$ cat src/rtl/multiword_add_ctrl_pkg.sv
// Shared types and constants for the nibble-serial add/subtract sequencer.
// State encoding, default width and slice width live here.
package multiword_add_ctrl_pkg;

    localparam int DEFAULT_WIDTH = 16;
    localparam int NIB_W         = 4;

    typedef enum logic [1:0] {
        IDLE = 2'd0,
        RUN  = 2'd1,
        DONE = 2'd2
    } state_t;

endpackage

$ cat src/rtl/adder_slice4.sv
// 4-bit ripple-carry adder slice built from full-adder cells.
// Shared by every nibble of a multi-cycle operation.
module adder_slice4
    import multiword_add_ctrl_pkg::*;
(
    input  logic [NIB_W-1:0] a,
    input  logic [NIB_W-1:0] b,
    input  logic             cin,
    output logic [NIB_W-1:0] s,
    output logic             cout
);

    logic [NIB_W:0] c;

    assign c[0] = cin;

    for (genvar i = 0; i < NIB_W; i++) begin : g_fa
        assign s[i]   = a[i] ^ b[i] ^ c[i];
        assign c[i+1] = (a[i] & b[i]) | (c[i] & (a[i] ^ b[i]));
    end

    assign cout = c[NIB_W];

endmodule

$ cat src/rtl/multiword_add_ctrl.sv
// Multi-cycle add/subtract controller: one 4-bit slice swept over
// WIDTH/4 nibbles, LSB first, with a registered carry between cycles.
module multiword_add_ctrl
    import multiword_add_ctrl_pkg::*;
#(
    parameter int WIDTH   = DEFAULT_WIDTH,
    parameter int NIBBLES = WIDTH / NIB_W
) (
    input  logic             clk,
    input  logic             rst_n,
    input  logic             in_valid,
    output logic             in_ready,
    input  logic [WIDTH-1:0] a,
    input  logic [WIDTH-1:0] b,
    input  logic             sub,
    output logic             out_valid,
    input  logic             out_ready,
    output logic [WIDTH-1:0] sum,
    output logic             carry_out,
    output logic             overflow,
    output logic             busy
);

    localparam int IDX_W = (NIBBLES > 1) ? $clog2(NIBBLES) : 1;

    state_t            state;
    logic [IDX_W-1:0]  idx;
    logic              carry_q;
    logic [WIDTH-1:0]  a_q;
    logic [WIDTH-1:0]  b_q;
    logic [NIB_W-1:0]  a_nib;
    logic [NIB_W-1:0]  b_nib;
    logic [NIB_W-1:0]  s_nib;
    logic              c_nib;
    logic              last;

    always_comb begin
        a_nib = '0;
        b_nib = '0;
        for (int n = 0; n < NIBBLES; n++) begin
            if (idx == IDX_W'(n)) begin
                a_nib = a_q[n*NIB_W +: NIB_W];
                b_nib = b_q[n*NIB_W +: NIB_W];
            end
        end
    end

    assign last = (idx == IDX_W'(NIBBLES - 1));

    adder_slice4 u_slice (
        .a    (a_nib),
        .b    (b_nib),
        .cin  (carry_q),
        .s    (s_nib),
        .cout (c_nib)
    );

    always_ff @(posedge clk or negedge rst_n) begin
        if (!rst_n) begin
            state     <= IDLE;
            idx       <= '0;
            carry_q   <= 1'b0;
            a_q       <= '0;
            b_q       <= '0;
            sum       <= '0;
            carry_out <= 1'b0;
            overflow  <= 1'b0;
            in_ready  <= 1'b1;
            out_valid <= 1'b0;
            busy      <= 1'b0;
        end else begin
            unique case (state)
                IDLE: begin
                    if (in_valid) begin
                        a_q      <= a;
                        b_q      <= sub ? ~b : b;
                        carry_q  <= sub;
                        idx      <= '0;
                        state    <= RUN;
                        in_ready <= 1'b0;
                        busy     <= 1'b1;
                    end
                end
                RUN: begin
                    for (int n = 0; n < NIBBLES; n++) begin
                        if (idx == IDX_W'(n))
                            sum[n*NIB_W +: NIB_W] <= s_nib;
                    end
                    carry_q <= c_nib;
                    if (last) begin
                        carry_out <= c_nib;
                        // Sign check on the top nibble, taken as it is produced
                        overflow  <= (a_q[WIDTH-1] == b_q[WIDTH-1]) &&
                                     (s_nib[NIB_W-1] != a_q[WIDTH-1]);
                        out_valid <= 1'b1;
                        state     <= DONE;
                    end else begin
                        idx <= idx + 1'b1;
                    end
                end
                DONE: begin
                    if (out_ready) begin
                        out_valid <= 1'b0;
                        in_ready  <= 1'b1;
                        busy      <= 1'b0;
                        state     <= IDLE;
                    end
                end
                default: state <= IDLE;
            endcase
        end
    end

endmodule
$ cat config.mk
export PLATFORM = sky130hd
export DESIGN_NAME = multiword_add_ctrl
export DESIGN_NICKNAME = d
export VERILOG_FILES = /design/src/rtl/multiword_add_ctrl_pkg.sv /design/src/rtl/adder_slice4.sv /design/src/rtl/multiword_add_ctrl.sv
export SDC_FILE = /design/constraint.sdc
export NUM_CORES = 1
export LEC_CHECK = 0
export ABC_CLOCK_PERIOD_IN_PS = 4850
export CORE_MARGIN = 2
export CORE_UTILIZATION = 50
export CTS_CLUSTER_DIAMETER = 80
export DETAILED_ROUTE_END_ITERATION = 12
export HOLD_SLACK_MARGIN = 0.1
export PLACE_DENSITY = 0.78
export SYNTH_ARGS = -nofsm -noshare
export SYNTH_HDL_FRONTEND = slang
export SYNTH_SLANG_ARGS = --single-unit
$ cat constraint.sdc
create_clock -name clk -period 4.85 [get_ports clk]
set_clock_uncertainty 0.05 [all_clocks]
set_input_delay 1.455 -clock clk [delete_from_list [all_inputs] [get_ports clk]]
set_output_delay 1.455 -clock clk [all_outputs]
set_load 0.005 [all_outputs]
After elaboration in Yosys (flattened, before gate mapping)
Index checks and enable logic that the tools add are counted.

word-level totals
  register bits after elaboration = 58
  output and inout bits = 21
  bits of input ports = 37
  word-level logic and storage cells = 89

operators by class
  reductions and logical operators = 16
  add/subtract/negate cells = 1
  bitwise gates (word level) = 21
  eq/ne operators = 11
  muxes and demuxes = 26

operators with widths
  cell                                            count
  two-way mux 4 bit                               8
  two-way mux 16 bit                              1
  inverter 16 bit                                 1
  AND reduction 2 bit                             6
  AND reduction 3 bit                             4
  two-way mux 2 bit                               5
  AND 1 bit                                       8
  != test 2 bit (second input constant)           4
  case mux 1 bit (2 select lines)                 4
  bitwise XOR 1 bit                               8
  == test 2 bit (second input constant)           3
  two-way mux 1 bit                               6
  case mux 2 bit (3 select lines)                 1
  nonzero test 2 bit                              3
  == test 2 x 1 -> 1 bit (second input constant)  2
  logical NOT 2 bit                               2
  OR 1 bit                                        4
  case mux 2 bit (2 select lines)                 1
  adder 2 x 1 -> 2 bit (second input constant)    1
  == test 1 bit                                   1
  logical AND 1 bit                               1
  != test 1 bit                                   1

Depth between registers and ports, before layout
Gate-level depths: netlist of the first run.

  word-level depth = 15
  mapped depth = 15
  depth with buffers taken out = 13

By module
Synthesis of the first run repeated with hierarchy kept, for this count alone.

second synthesis, totals
  cell total of the unflattened synthesis = 248
  area, all modules = 2802.7 µm²

by module, submodules not included
  module              area an instance (µm²)  times used  seq. area each (µm²)  cells each
  multiword_add_ctrl  2685.1                  1           1452.6                234
  adder_slice4        117.6                   1           0.0                   14

Least setup slack after synthesis of the first run
Ideal clock, no wire load.

  path type = register -> register
  start point = register idx[0]
  end point = register overflow
  required time = 4.673 ns
  period minus slack after synthesis = 3.346 ns
  setup time = 0.127 ns
  stages on the path, launching flop included = 16
  path slack = 1.504 ns
  path buffers = 2
  data arrival time = 3.169 ns
  path through = dfrtp_1 > inv_1 > ha_1 > buf_2 > buf_2 > a21oi_1 > o21ai_0 > a22oi_1 > fa_1 > inv_1 > fa_1 > fa_1 > fa_1 > and3b_1 > a21oi_1 > o21ai_0

on the way
  longest elaborated chain between the ends = 15
  elaborated cells between the ends (all ways) = 29
  classes of those cells = 4 x eq/ne; 8 x mux; 14 x bitwise; 3 x reduce/logical

ends and longest elaborated chain
  item                            RTL line                  source
  from (decl)                     multiword_add_ctrl.sv:27  logic [IDX_W-1:0] idx;
  from (signal assigned)          multiword_add_ctrl.sv:98  idx <= idx + 1'b1;
  logical NOT 2 bit               multiword_add_ctrl.sv:41  if (idx == IDX_W'(n)) begin
  two-way mux 4 bit (4 in a row)  multiword_add_ctrl.sv:41
  bitwise XOR 1 bit               adder_slice4.sv:19        assign c[i+1] = (a[i] & b[i]) | (c[i] & (a[i] ^ b[i]));
  AND 1 bit                       adder_slice4.sv:19
  OR 1 bit                        adder_slice4.sv:19
  AND 1 bit                       adder_slice4.sv:19
  OR 1 bit                        adder_slice4.sv:19
  AND 1 bit                       adder_slice4.sv:19
  OR 1 bit                        adder_slice4.sv:19
  bitwise XOR 1 bit *             adder_slice4.sv:18        assign s[i] = a[i] ^ b[i] ^ c[i];
  named net s_nib[3]              multiword_add_ctrl.sv:33  logic [NIB_W-1:0] s_nib;
  != test 1 bit *                 multiword_add_ctrl.sv:94  (s_nib[NIB_W-1] != a_q[WIDTH-1]);
  logical AND 1 bit *             multiword_add_ctrl.sv:93  overflow <= (a_q[WIDTH-1] == b_q[WIDTH-1]) &&
  to (signal assigned)            multiword_add_ctrl.sv:93
  to (decl)                       multiword_add_ctrl.sv:20  output logic overflow,

Mark *: on every way through the listed nets, which the timed path passes. The rest lies on a longest branch.
A chain may end at the register's enable or synchronous reset.

Final worst setup path of the first run
  start point = register idx[1]
  end point = register overflow

The elaborated chain is that of the path after synthesis.

==> results of run 1 <==
final cells by class:
type,instances,area share
clock buffers,14,0.0431
flip-flops and latches,58,0.410
repair buffers,60,0.166
multi-input cells,167,0.344
well taps,72,0.0254
inverters,11,0.0117
stage by stage:
stage / cells / cell area (sq um) / utilization / power [uW] / hold slack [ns]
2_1_floorplan: 251 / 2810 / - / 1740 / 0.400
3_3_place_gp: 368 / 3390 / 0.620 / 2140 / 0.411
3_5_place_dp: 368 / 3390 / 0.620 / 2200 / 0.426
4_1_cts: 382 / 3540 / 0.647 / 2570 / 0.438
5_1_grt: 382 / 3540 / 0.647 / 2730 / 0.473
6_report: 382 / 3540 / 0.647 / 2540 / 0.431
power breakdown:
part | internal [uW] | switching [uW] | total, uW
Combinational | 673 | 610 | 1280
Clock | 194 | 171 | 365
Sequential | 726 | 164 | 890
Total | 1590 | 945 | 2540
logic make-up (layout without fill, tap and decap cells):
kind of cell / after synthesis / after routing / share of synthesized area
simple gates: 51 / 51 / 0.0947
flops: 58 / 58 / 0.516
buf+inv: 26 / 85 / 0.0507
xor+xnor: 16 / 16 / 0.0498
compound gates: 65 / 65 / 0.134
mux: 27 / 27 / 0.108
fa+ha+maj: 8 / 8 / 0.0462
state kept, by name, indices dropped and copies added, names as in the netlist:
name and cells:
sum 16, carry_out 1, in_ready 1, b_q 16
busy 1, state 2, overflow 1, out_valid 1
idx 2, a_q 16, carry_q 1
cell usage in the layout, fill, tap and decap left out, types with 4 or more instances in the layout:
cell type / count
sky130_fd_sc_hd__xnor2_1: 13
sky130_fd_sc_hd__dfrtp_1: 57
sky130_fd_sc_hd__nor2b_1: 4
sky130_fd_sc_hd__mux2_2: 27
sky130_fd_sc_hd__nand2_1: 23
sky130_fd_sc_hd__fa_1: 4
sky130_fd_sc_hd__a22o_1: 7
sky130_fd_sc_hd__ha_1: 4
sky130_fd_sc_hd__a21oi_1: 28
sky130_fd_sc_hd__clkdlybuf4s50_1: 56
sky130_fd_sc_hd__inv_1: 11
sky130_fd_sc_hd__clkbuf_1: 4
sky130_fd_sc_hd__o21ai_0: 21
sky130_fd_sc_hd__clkbuf_8: 10
sky130_fd_sc_hd__nor2_1: 16
worst min-delay path: stages, from the launching register on:
cell	delay [ns]
sky130_fd_sc_hd__dfrtp_1	0.34
sky130_fd_sc_hd__nand2_1	0.05
sky130_fd_sc_hd__o21ai_0	0.06
path summary, 6_finish.rpt:
kind / from / to / cells after the start
setup / recovery: idx[1]$_DFFE_PN0P_ / overflow$_DFFE_PN0P_ / 12
hold / removal: sum[4]$_DFFE_PN0P_ / sum[4]$_DFFE_PN0P_ / 2
setup reg to reg: idx[1]$_DFFE_PN0P_ / overflow$_DFFE_PN0P_ / 12
hold reg to reg: sum[4]$_DFFE_PN0P_ / sum[4]$_DFFE_PN0P_ / 2
max in group asynchronous: rst_n / a_q[4]$_DFFE_PN0P_ / 2
min in group asynchronous: rst_n / sum[13]$_DFFE_PN0P_ / 1
layer usage:
metal	global-route usage	wire, microns	up-vias
met1	0.262	2560	935
met2	0.284	2580	46
li1	-	-	968
met4	0.0931	74	0
met3	0.0477	226	5
met5	0	0	-
==> impl_metrics.csv, run 1 <==
group,metric,value,unit
placed_design,dp_worst_setup_slack,1.19,ns
global_route,number_of_global_route_vias_before_repair,1872,
hold_path,hold_path_class,"reg2reg",
critical_path,setup.worst_path.end_class,"flop",
global_route,grt_start_max_net_pins,32,
clock_network,cts.sinks,58,
power_and_ir_drop,p_leak,0.00150,uW
layout,design.final.nets,352,
logic_synthesis,netlist_area,2810,sq um
timing,period_share,0.751,
routing,post-route-drc-count,0,
logic_synthesis,yosysMostFrequentCell,"sky130_fd_sc_hd__dfrtp_1",
clock_network,clock-root-buffer,"sky130_fd_sc_hd__clkbuf_8",
logic_synthesis,synth_cell_types,28,
clock_network,cts.hold.buffers_added,0,
clock_network,worst_setup_hold_path_clk_slew,0.06,ns
critical_path,timing.critical_path.cells,"inv_1 > ha_1 > o21ai_0 > a22oi_1 > fa_1 > inv_1 > fa_1 > fa_1 > fa_1 > and3b_1 > a21oi_1 > o21ai_0",
clock_network,clock_latency,0.34,ns
placed_design,detailed_place_hpwl,3.94,mm
logic_synthesis,synth_async_sr_flop_share,1.00,
logic_synthesis,synth.cells.most_frequent,"sky130_fd_sc_hd__dfrtp_1 (57), sky130_fd_sc_hd__a21oi_1 (28), sky130_fd_sc_hd__mux2_2 (27), sky130_fd_sc_hd__nand2_1 (23), sky130_fd_sc_hd__o21ai_0 (21)",
clock_network,clockBufferDepth,2,
critical_path,cp_top_family,"adder cells",
timing,slew_violations,0,
timing,total_count_of_hold_check_failures_in_the_final_report,0,
logic_synthesis,ys_seq_area_frac,0.516,
clock_network,post_cts_buffers,0,
floorplanning,design.core.area,5470,sq um
global_route,antenna_violations_before_repair,0,
critical_path,critical_path.n_buffers_inverters,2,
timing,max-slew-margin-rel,0.411,
logic_synthesis,synth_edf_count,0,
power_and_ir_drop,ir_worst_vdd,359,uV
timing,rsz0062_at_grt,"no",
timing,setup_slack,1.21,ns
floorplanning,floorplan.die_area,6240,sq um
logic_synthesis,synth_top_area_cell,"sky130_fd_sc_hd__dfrtp_1",
layout,filler_cell_count,459,
logic_synthesis,synth_fp_nets,296,
logic_synthesis,avgSynthCellArea,11.2,sq um
clock_network,cts_made_buffers,9,
logic_synthesis,synth_top_area_share,0.507,
timing,final-setup-viol-count,0,
critical_path,worstSetupStartpointType,"flop",
critical_path,crit_path_max_incr_delay,0.59,ns
layout,final_layout_size_suffix_gt1_frac,0.145,
logic_synthesis,synth-seq-cells,58,
critical_path,setup_crit_path_kind,"reg2reg",
flow_run,drv_cap,0,
critical_path,r2r_slack,1.21,ns
routing,antenna_left,0,
routing,drt_first_pass_iters,4,
clock_network,cts_tree,"done",
floorplanning,floorplan_row_count,27,
layout,multi_input_area,1220,sq um
placed_design,placement.io_buffers,57,
timing,timing_worst_slew_pin_value,0.881,ns
routing,routed_wire_length_per_instance,14.3,microns
routing,vias_after_detailed_routing,1954,
logic_synthesis,dominant_cells_by_area_after_synthesis,"sky130_fd_sc_hd__dfrtp_1 (51%), sky130_fd_sc_hd__mux2_2 (11%), sky130_fd_sc_hd__a21oi_1 (5.0%)",
critical_path,critPathSlowestCell,"sky130_fd_sc_hd__fa_1",
global_route,grt.overflow.total,0,
critical_path,worstPathArrival,3.81,ns
logic_synthesis,ys.warnings.count,0,
clock_network,cts-resized-gates,0,
floorplanning,initial_util,0.514,
layout,register_area,1450,sq um
floorplanning,floorplan.io_pins,58,
logic_synthesis,ys.flop_type,"sky130_fd_sc_hd__dfrtp_1",
critical_path,worst-path-max-fanout,16,
power_and_ir_drop,cellPowerDensity,716,nW/um^2
global_route,grt_usage,0.191,
placed_design,place_congestion,0.832,
layout,insertedDiodeCount,0,
clock_network,cts.htree.levels,3,
timing,setup_total_negative_slack,0,ns
critical_path,worstPathRequired,5.01,ns
timing,timing.final.crit_period,3.64,ns
floorplanning,floorplan.die.width,79.0,microns
routing,drt-initial-drc-count,106,
timing,achievable-frequency,0.275,GHz
status,status,"completed",
global_route,wire_length_of_the_first_global_routing_pass,8.98,mm
routing,drt-total-wl,5.45,mm
logic_synthesis,post_synth_inst_count,251,
floorplanning,die_height,79.0,microns
layout,area_delta_synth_final,25.9,%
routing,route.detailed.vias_per_inst,5.12,
critical_path,cpMostUsedCell,"sky130_fd_sc_hd__fa_1",
(Power assumes the default switching activity.)
==> run 2, diff against run 1 <==
- ABC_CLOCK_PERIOD_IN_PS: 4850 -> 3500
- clock period: 4.85 -> 3.5 ns (I/O delays scaled with it)
==> impl_metrics.csv, run 2 (same netlist as run 1, synthesis figures left out) <==
group,metric,value,unit
floorplanning,floorplan.die.width,79.0,microns
floorplanning,floorplan.die_area,6240,sq um
global_route,grt_start_max_net_pins,38,
critical_path,critical_path.endpoint,"overflow$_DFFE_PN0P_",
floorplanning,floorplan.io_pins,58,
routing,drt-total-wl,5.99,mm
critical_path,worst-path-stages,13,
critical_path,worstSetupStartpointType,"flop",
critical_path,reg2regPathDepth,13,
layout,design.final.nets,358,
global_route,wire_length_of_the_first_global_routing_pass,10.1,mm
critical_path,worst_setup_path_startpoint,"idx[1]$_DFFE_PN0P_",
placed_design,detailed_place_hpwl,4.36,mm
routing,routed_wire_length_per_instance,15.4,microns
clock_network,post_cts_buffers,0,
critical_path,setup_crit_path_kind,"reg2reg",
status,status,"completed",
hold_path,hold_path_class,"reg2reg",
floorplanning,die_height,79.0,microns
global_route,grt_util_met2,0.346,
power_and_ir_drop,ir_worst_vdd,562,uV
critical_path,worst-path-max-fanout,10,
global_route,grt_usage,0.212,
layout,area_delta_synth_final,30.3,%
routing,vias_after_detailed_routing,2023,
power_and_ir_drop,p_leak,0.00156,uW
global_route,number_of_global_route_vias_before_repair,2139,
timing,timing_worst_slew_pin_value,0.591,ns
layout,register_area,1450,sq um
clock_network,cts.sinks,58,
placed_design,dpl-instance-area,3440,sq um
floorplanning,initial_util,0.514,
placed_design,place_congestion,0.900,
layout,utilization,0.670,
floorplanning,design.core.area,5470,sq um
clock_network,cts.htree.levels,3,
power_and_ir_drop,post-layout-total-power,3840,uW
critical_path,timing.critical_path.cells,"inv_1 > ha_2 > a21oi_1 > o21ai_0 > a22oi_1 > fa_1 > inv_1 > fa_1 > fa_1 > fa_1 > and3b_1 > a21oi_1 > o21ai_0",
layout,insertedDiodeCount,0,
clock_network,clock-root-buffer,"sky130_fd_sc_hd__clkbuf_8",
critical_path,crit_path_max_incr_delay,0.52,ns
global_route,grt_use_met1,0.269,
global_route,grt-busiest-layer,"met2",
critical_path,reg2reg_to,"overflow$_DFFE_PN0P_",
routing,drt-initial-drc-count,145,
flow_run,drv_cap,0,
global_route,antenna_violations_before_repair,0,
placed_design,placement.io_buffers,57,
clock_network,cts-resized-gates,0,
timing,final-setup-viol-count,0,
layout,filler_cell_count,422,
timing,setup_total_negative_slack,0,ns
critical_path,cp_top_family,"adder cells",
critical_path,r2r_slack,0.20,ns
critical_path,cpMostUsedCell,"sky130_fd_sc_hd__fa_1",
timing,slew_violations,0,
global_route,met3_usage,0.0511,
clock_network,worst_setup_hold_path_clk_slew,0.06,ns
critical_path,setup.worst_path.end_class,"flop",
layout,final_layout_size_suffix_gt1_frac,0.186,
routing,drt_first_pass_iters,4,
clock_network,cts_tree,"done",
clock_network,clock_latency,0.33,ns
layout,multi_input_area,1230,sq um
power_and_ir_drop,cellPowerDensity,1050,nW/um^2
hold_path,hold_start,"sum[8]$_DFFE_PN0P_",
critical_path,critical_path.n_buffers_inverters,2,
layout,layout_common_cells,"sky130_fd_sc_hd__dfrtp_1 (57), sky130_fd_sc_hd__clkdlybuf4s50_1 (56), sky130_fd_sc_hd__a21oi_1 (28), sky130_fd_sc_hd__mux2_2 (27), sky130_fd_sc_hd__nand2_1 (23)",
floorplanning,floorplan_row_count,27,
routing,route.detailed.vias_per_inst,5.20,
timing,total_count_of_hold_check_failures_in_the_final_report,0,
global_route,grt.overflow.total,0,
timing,rsz0062_at_grt,"no",
critical_path,worstPathRequired,3.66,ns
timing,max-slew-margin-rel,0.606,
clock_network,cts_made_buffers,9,
critical_path,critPathSlowestCell,"sky130_fd_sc_hd__fa_1",
layout,mostFrequentLayoutCell,"sky130_fd_sc_hd__dfrtp_1",
routing,antenna_left,0,
clock_network,cts.hold.buffers_added,0,
timing,period_share,0.942,
layout,post_layout_inst_area,3670,sq um
critical_path,worstPathArrival,3.46,ns
timing,final.hold.worst_slack,0.437,ns
timing,achievable-frequency,0.303,GHz
routing,post-route-drc-count,0,
clock_network,clockBufferDepth,2,
layout,reg_top3,"a_q (16), b_q (16), sum (16)",
critical_path,worst_r2r_startpoint,"idx[1]$_DFFE_PN0P_",
timing,timing.final.crit_period,3.30,ns
run 2: changes by cell type in the layout (fill, tap and decap cells not counted), sizes merged:
cell / delta
bufinv: +1
buf: +6
run 2: stage by stage:
| step | worst slack (ns) | std cells |
|---|---|---|
| 4_1_cts | 0.133 | 389 |
| 3_5_place_dp | 0.142 | 374 |
| 3_3_place_gp | 0.317 | 374 |
| 2_1_floorplan | 0.154 | 251 |
| 6_report | 0.205 | 389 |
| 5_1_grt | 0.00930 | 389 |
run 2: worst min-delay path by stage:
stage	endpoint	cells after the start
2_1_floorplan	carry_q$_DFFE_PN0P_	2
3_3_place_gp	sum[8]$_DFFE_PN0P_	2
3_5_place_dp	sum[8]$_DFFE_PN0P_	2
4_1_cts	sum[8]$_DFFE_PN0P_	2
5_1_grt	in_ready$_DFFE_PN1P_	2
6_report	sum[8]$_DFFE_PN0P_	2
run 2: worst min-delay path, cell delays in order, from the launching register on:
cell	delay, ns
sky130_fd_sc_hd__dfrtp_1	0.34
sky130_fd_sc_hd__nand2_1	0.05
sky130_fd_sc_hd__o21ai_0	0.06
run 2: metal layers:
layer / part of all wire / vias up / wire length, microns
li1: - / 985 / -
met1: 0.43 / 963 / 2570
met2: 0.50 / 66 / 3020
met3: 0.046 / 9 / 277
met4: 0.020 / 0 / 122
met5: 0 / - / 0
run 2: power breakdown:
group          leakage, uW  internal [uW]  switching (uW)  total (uW)
clock network     0.000115            422             247         669
logic             0.000767            999             931        1930
registers         0.000678           1010             235        1240
total              0.00156           2430            1410        3840
run 2: area by class of cell:
class,count,share of cell area
Sequential cell,58,0.396
Clock buffer,14,0.0526
Clock inverter,1,0.00819
Timing Repair Buffer,66,0.173
Inverter,11,0.0113
Multi-Input combinational cell,167,0.334
Tap cell,72,0.0246
==> run 3, diff against run 2 <==
- ABC_CLOCK_PERIOD_IN_PS: 3500 -> 3600
- clock period: 3.5 -> 3.6 ns (I/O delays scaled with it)
==> impl_metrics.csv, run 3 (same netlist as run 1, synthesis figures left out) <==
group,metric,value,unit
status,status,"completed",
hold_path,hold_path_class,"reg2reg",
critical_path,critical_path.n_buffers_inverters,2,
routing,route.detailed.vias_per_inst,5.17,
layout,design.final.nets,355,
placed_design,place_congestion,0.862,
critical_path,worstPathArrival,3.53,ns
critical_path,crit_path_max_incr_delay,0.60,ns
routing,antenna_left,0,
critical_path,timing.critical_path.cells,"inv_1 > ha_1 > nand2_1 > o21ai_0 > a22oi_1 > fa_1 > inv_1 > fa_1 > fa_1 > fa_2 > and3b_1 > a21oi_1 > o21ai_0",
timing,setup_total_negative_slack,0,ns
clock_network,cts_made_buffers,9,
timing,max-slew-margin-rel,0.400,
global_route,grt_start_max_net_pins,59,
floorplanning,design.core.area,5470,sq um
layout,mostFrequentLayoutCell,"sky130_fd_sc_hd__dfrtp_1",
routing,routed_wire_length_per_instance,14.3,microns
clock_network,cts.hold.buffers_added,0,
routing,vias_after_detailed_routing,2002,
critical_path,cp_top_family,"adder cells",
clock_network,worst_setup_hold_path_clk_slew,0.06,ns
critical_path,worstPathRequired,3.76,ns
floorplanning,floorplan.io_pins,58,
floorplanning,floorplan.die.width,79.0,microns
power_and_ir_drop,ir_worst_vdd,374,uV
critical_path,worstSetupStartpointType,"flop",
clock_network,clock-root-buffer,"sky130_fd_sc_hd__clkbuf_8",
layout,final_layout_size_suffix_gt1_frac,0.171,
timing,timing.final.crit_period,3.37,ns
timing,achievable-frequency,0.297,GHz
critical_path,setup.worst_path.end_class,"flop",
routing,drt-initial-drc-count,128,
clock_network,cts_tree,"done",
layout,area_delta_synth_final,27.8,%
layout,utilization,0.657,
critical_path,worst_r2r_startpoint,"idx[0]$_DFFE_PN0P_",
timing,rsz0062_at_grt,"no",
power_and_ir_drop,p_leak,0.00152,uW
hold_path,hold_start,"sum[8]$_DFFE_PN0P_",
floorplanning,die_height,79.0,microns
clock_network,cts-resized-gates,0,
critical_path,cpMostUsedCell,"sky130_fd_sc_hd__fa_1",
critical_path,reg2reg_to,"overflow$_DFFE_PN0P_",
routing,post-route-drc-count,0,
critical_path,reg2regPathDepth,13,
clock_network,cts.sinks,58,
global_route,grt_usage,0.198,
global_route,antenna_violations_before_repair,0,
critical_path,critPathSlowestCell,"sky130_fd_sc_hd__fa_2",
hold_path,min_delay_worst_endpoint,"sum[8]$_DFFE_PN0P_",
critical_path,r2r_slack,0.23,ns
layout,reg_top3,"a_q (16), b_q (16), sum (16)",
layout,layout_common_cells,"sky130_fd_sc_hd__dfrtp_1 (57), sky130_fd_sc_hd__clkdlybuf4s50_1 (56), sky130_fd_sc_hd__a21oi_1 (28), sky130_fd_sc_hd__mux2_2 (27), sky130_fd_sc_hd__nand2_1 (23)",
flow_run,drv_cap,0,
clock_network,cts.htree.levels,3,
critical_path,worst-path-max-fanout,8,
power_and_ir_drop,cellPowerDensity,968,nW/um^2
placed_design,detailed_place_hpwl,3.98,mm
layout,insertedDiodeCount,0,
floorplanning,floorplan_row_count,27,
timing,period_share,0.935,
hold_path,whs_path_depth,2,
timing,final.hold.worst_slack,0.426,ns
global_route,wire_length_of_the_first_global_routing_pass,9.49,mm
global_route,grt.overflow.total,0,
global_route,number_of_global_route_vias_before_repair,1957,
timing,final-setup-viol-count,0,
critical_path,setup_crit_path_kind,"reg2reg",
layout,filler_cell_count,428,
floorplanning,initial_util,0.514,
clock_network,clockBufferDepth,2,
timing,slew_violations,0,
clock_network,clock_latency,0.33,ns
placed_design,placement.io_buffers,57,
routing,drt-total-wl,5.52,mm
clock_network,post_cts_buffers,0,
routing,drt_first_pass_iters,4,
floorplanning,floorplan.die_area,6240,sq um
timing,timing_worst_slew_pin_value,0.897,ns
timing,total_count_of_hold_check_failures_in_the_final_report,0,
==> run 3: cell count changes in the layout (fill, tap and decap cells not counted) <==
| cell | before | now |
|---|---|---|
| sky130_fd_sc_hd__buf_4 | 9 | 5 |
| sky130_fd_sc_hd__clkbuf_8 | 14 | 10 |
| sky130_fd_sc_hd__clkbuf_1 | 0 | 3 |
| sky130_fd_sc_hd__clkinv_2 | 0 | 3 |
| sky130_fd_sc_hd__buf_12 | 0 | 1 |
| sky130_fd_sc_hd__bufinv_16 | 1 | 0 |
| sky130_fd_sc_hd__fa_1 | 4 | 3 |
| sky130_fd_sc_hd__fa_2 | 0 | 1 |
| sky130_fd_sc_hd__ha_1 | 1 | 2 |
| sky130_fd_sc_hd__ha_2 | 3 | 2 |
==> run 3: stage by stage <==
| step | std cells | power, uW | cell area [sq um] | setup WS (ns) |
|---|---|---|---|---|
| after floorplan | 251 | 2350 | 2810 | 0.254 |
| after global placement | 371 | 2900 | 3430 | 0.311 |
| after detailed placement | 371 | 2970 | 3430 | 0.149 |
| after CTS | 387 | 3480 | 3590 | 0.137 |
| after global routing | 387 | 3800 | 3600 | 0.0180 |
| final | 387 | 3480 | 3600 | 0.233 |
==> run 3: per-layer routing <==
layer / routed length [microns] / GRT usage / vias up
met5: 0 / 0 / -
met4: 101 / 0.0759 / 0
met3: 204 / 0.0455 / 8
met2: 2660 / 0.298 / 43
met1: 2550 / 0.279 / 971
li1: - / - / 980
==> run 3: tightest hold or removal path: cells and delay by family (launching register included) <==
family / cells / cell delay (ns)
AND/OR/NAND/NOR: 1 / 0.04
AO/OA/AOI/OAI: 1 / 0.06
flip-flops: 1 / 0.34
==> run 3: worst max path at each step <==
stage | startpoint | end | slack [ns] | cells past startpoint
floorplan | idx[0]$_DFFE_PN0P_ | overflow$_DFFE_PN0P_ | 0.25 | 15
global placement | idx[0]$_DFFE_PN0P_ | overflow$_DFFE_PN0P_ | 0.31 | 13
detailed placement | idx[1]$_DFFE_PN0P_ | overflow$_DFFE_PN0P_ | 0.15 | 13
CTS | idx[0]$_DFFE_PN0P_ | overflow$_DFFE_PN0P_ | 0.14 | 13
global route | idx[1]$_DFFE_PN0P_ | overflow$_DFFE_PN0P_ | 0.02 | 13
finish | idx[0]$_DFFE_PN0P_ | overflow$_DFFE_PN0P_ | 0.23 | 13
==> run 3: where the power goes <==
part	internal [uW]	leakage (uW)	total, uW	switching, uW
sequential	978	0.000678	1210	232
combinational	940	0.000757	1780	835
clock	265	0.0000872	496	231
==> run 3: area by class of cell <==
cell class | count | area, sq um | share of cell area
multi-input combinational | 167 | 1230 | 0.341
clock buffer | 13 | 149 | 0.0414
inverter | 11 | 41.3 | 0.0115
clock inverter | 3 | 15.0 | 0.00417
sequential | 58 | 1450 | 0.404
tap | 72 | 90.1 | 0.0250
timing repair buffer | 63 | 623 | 0.173
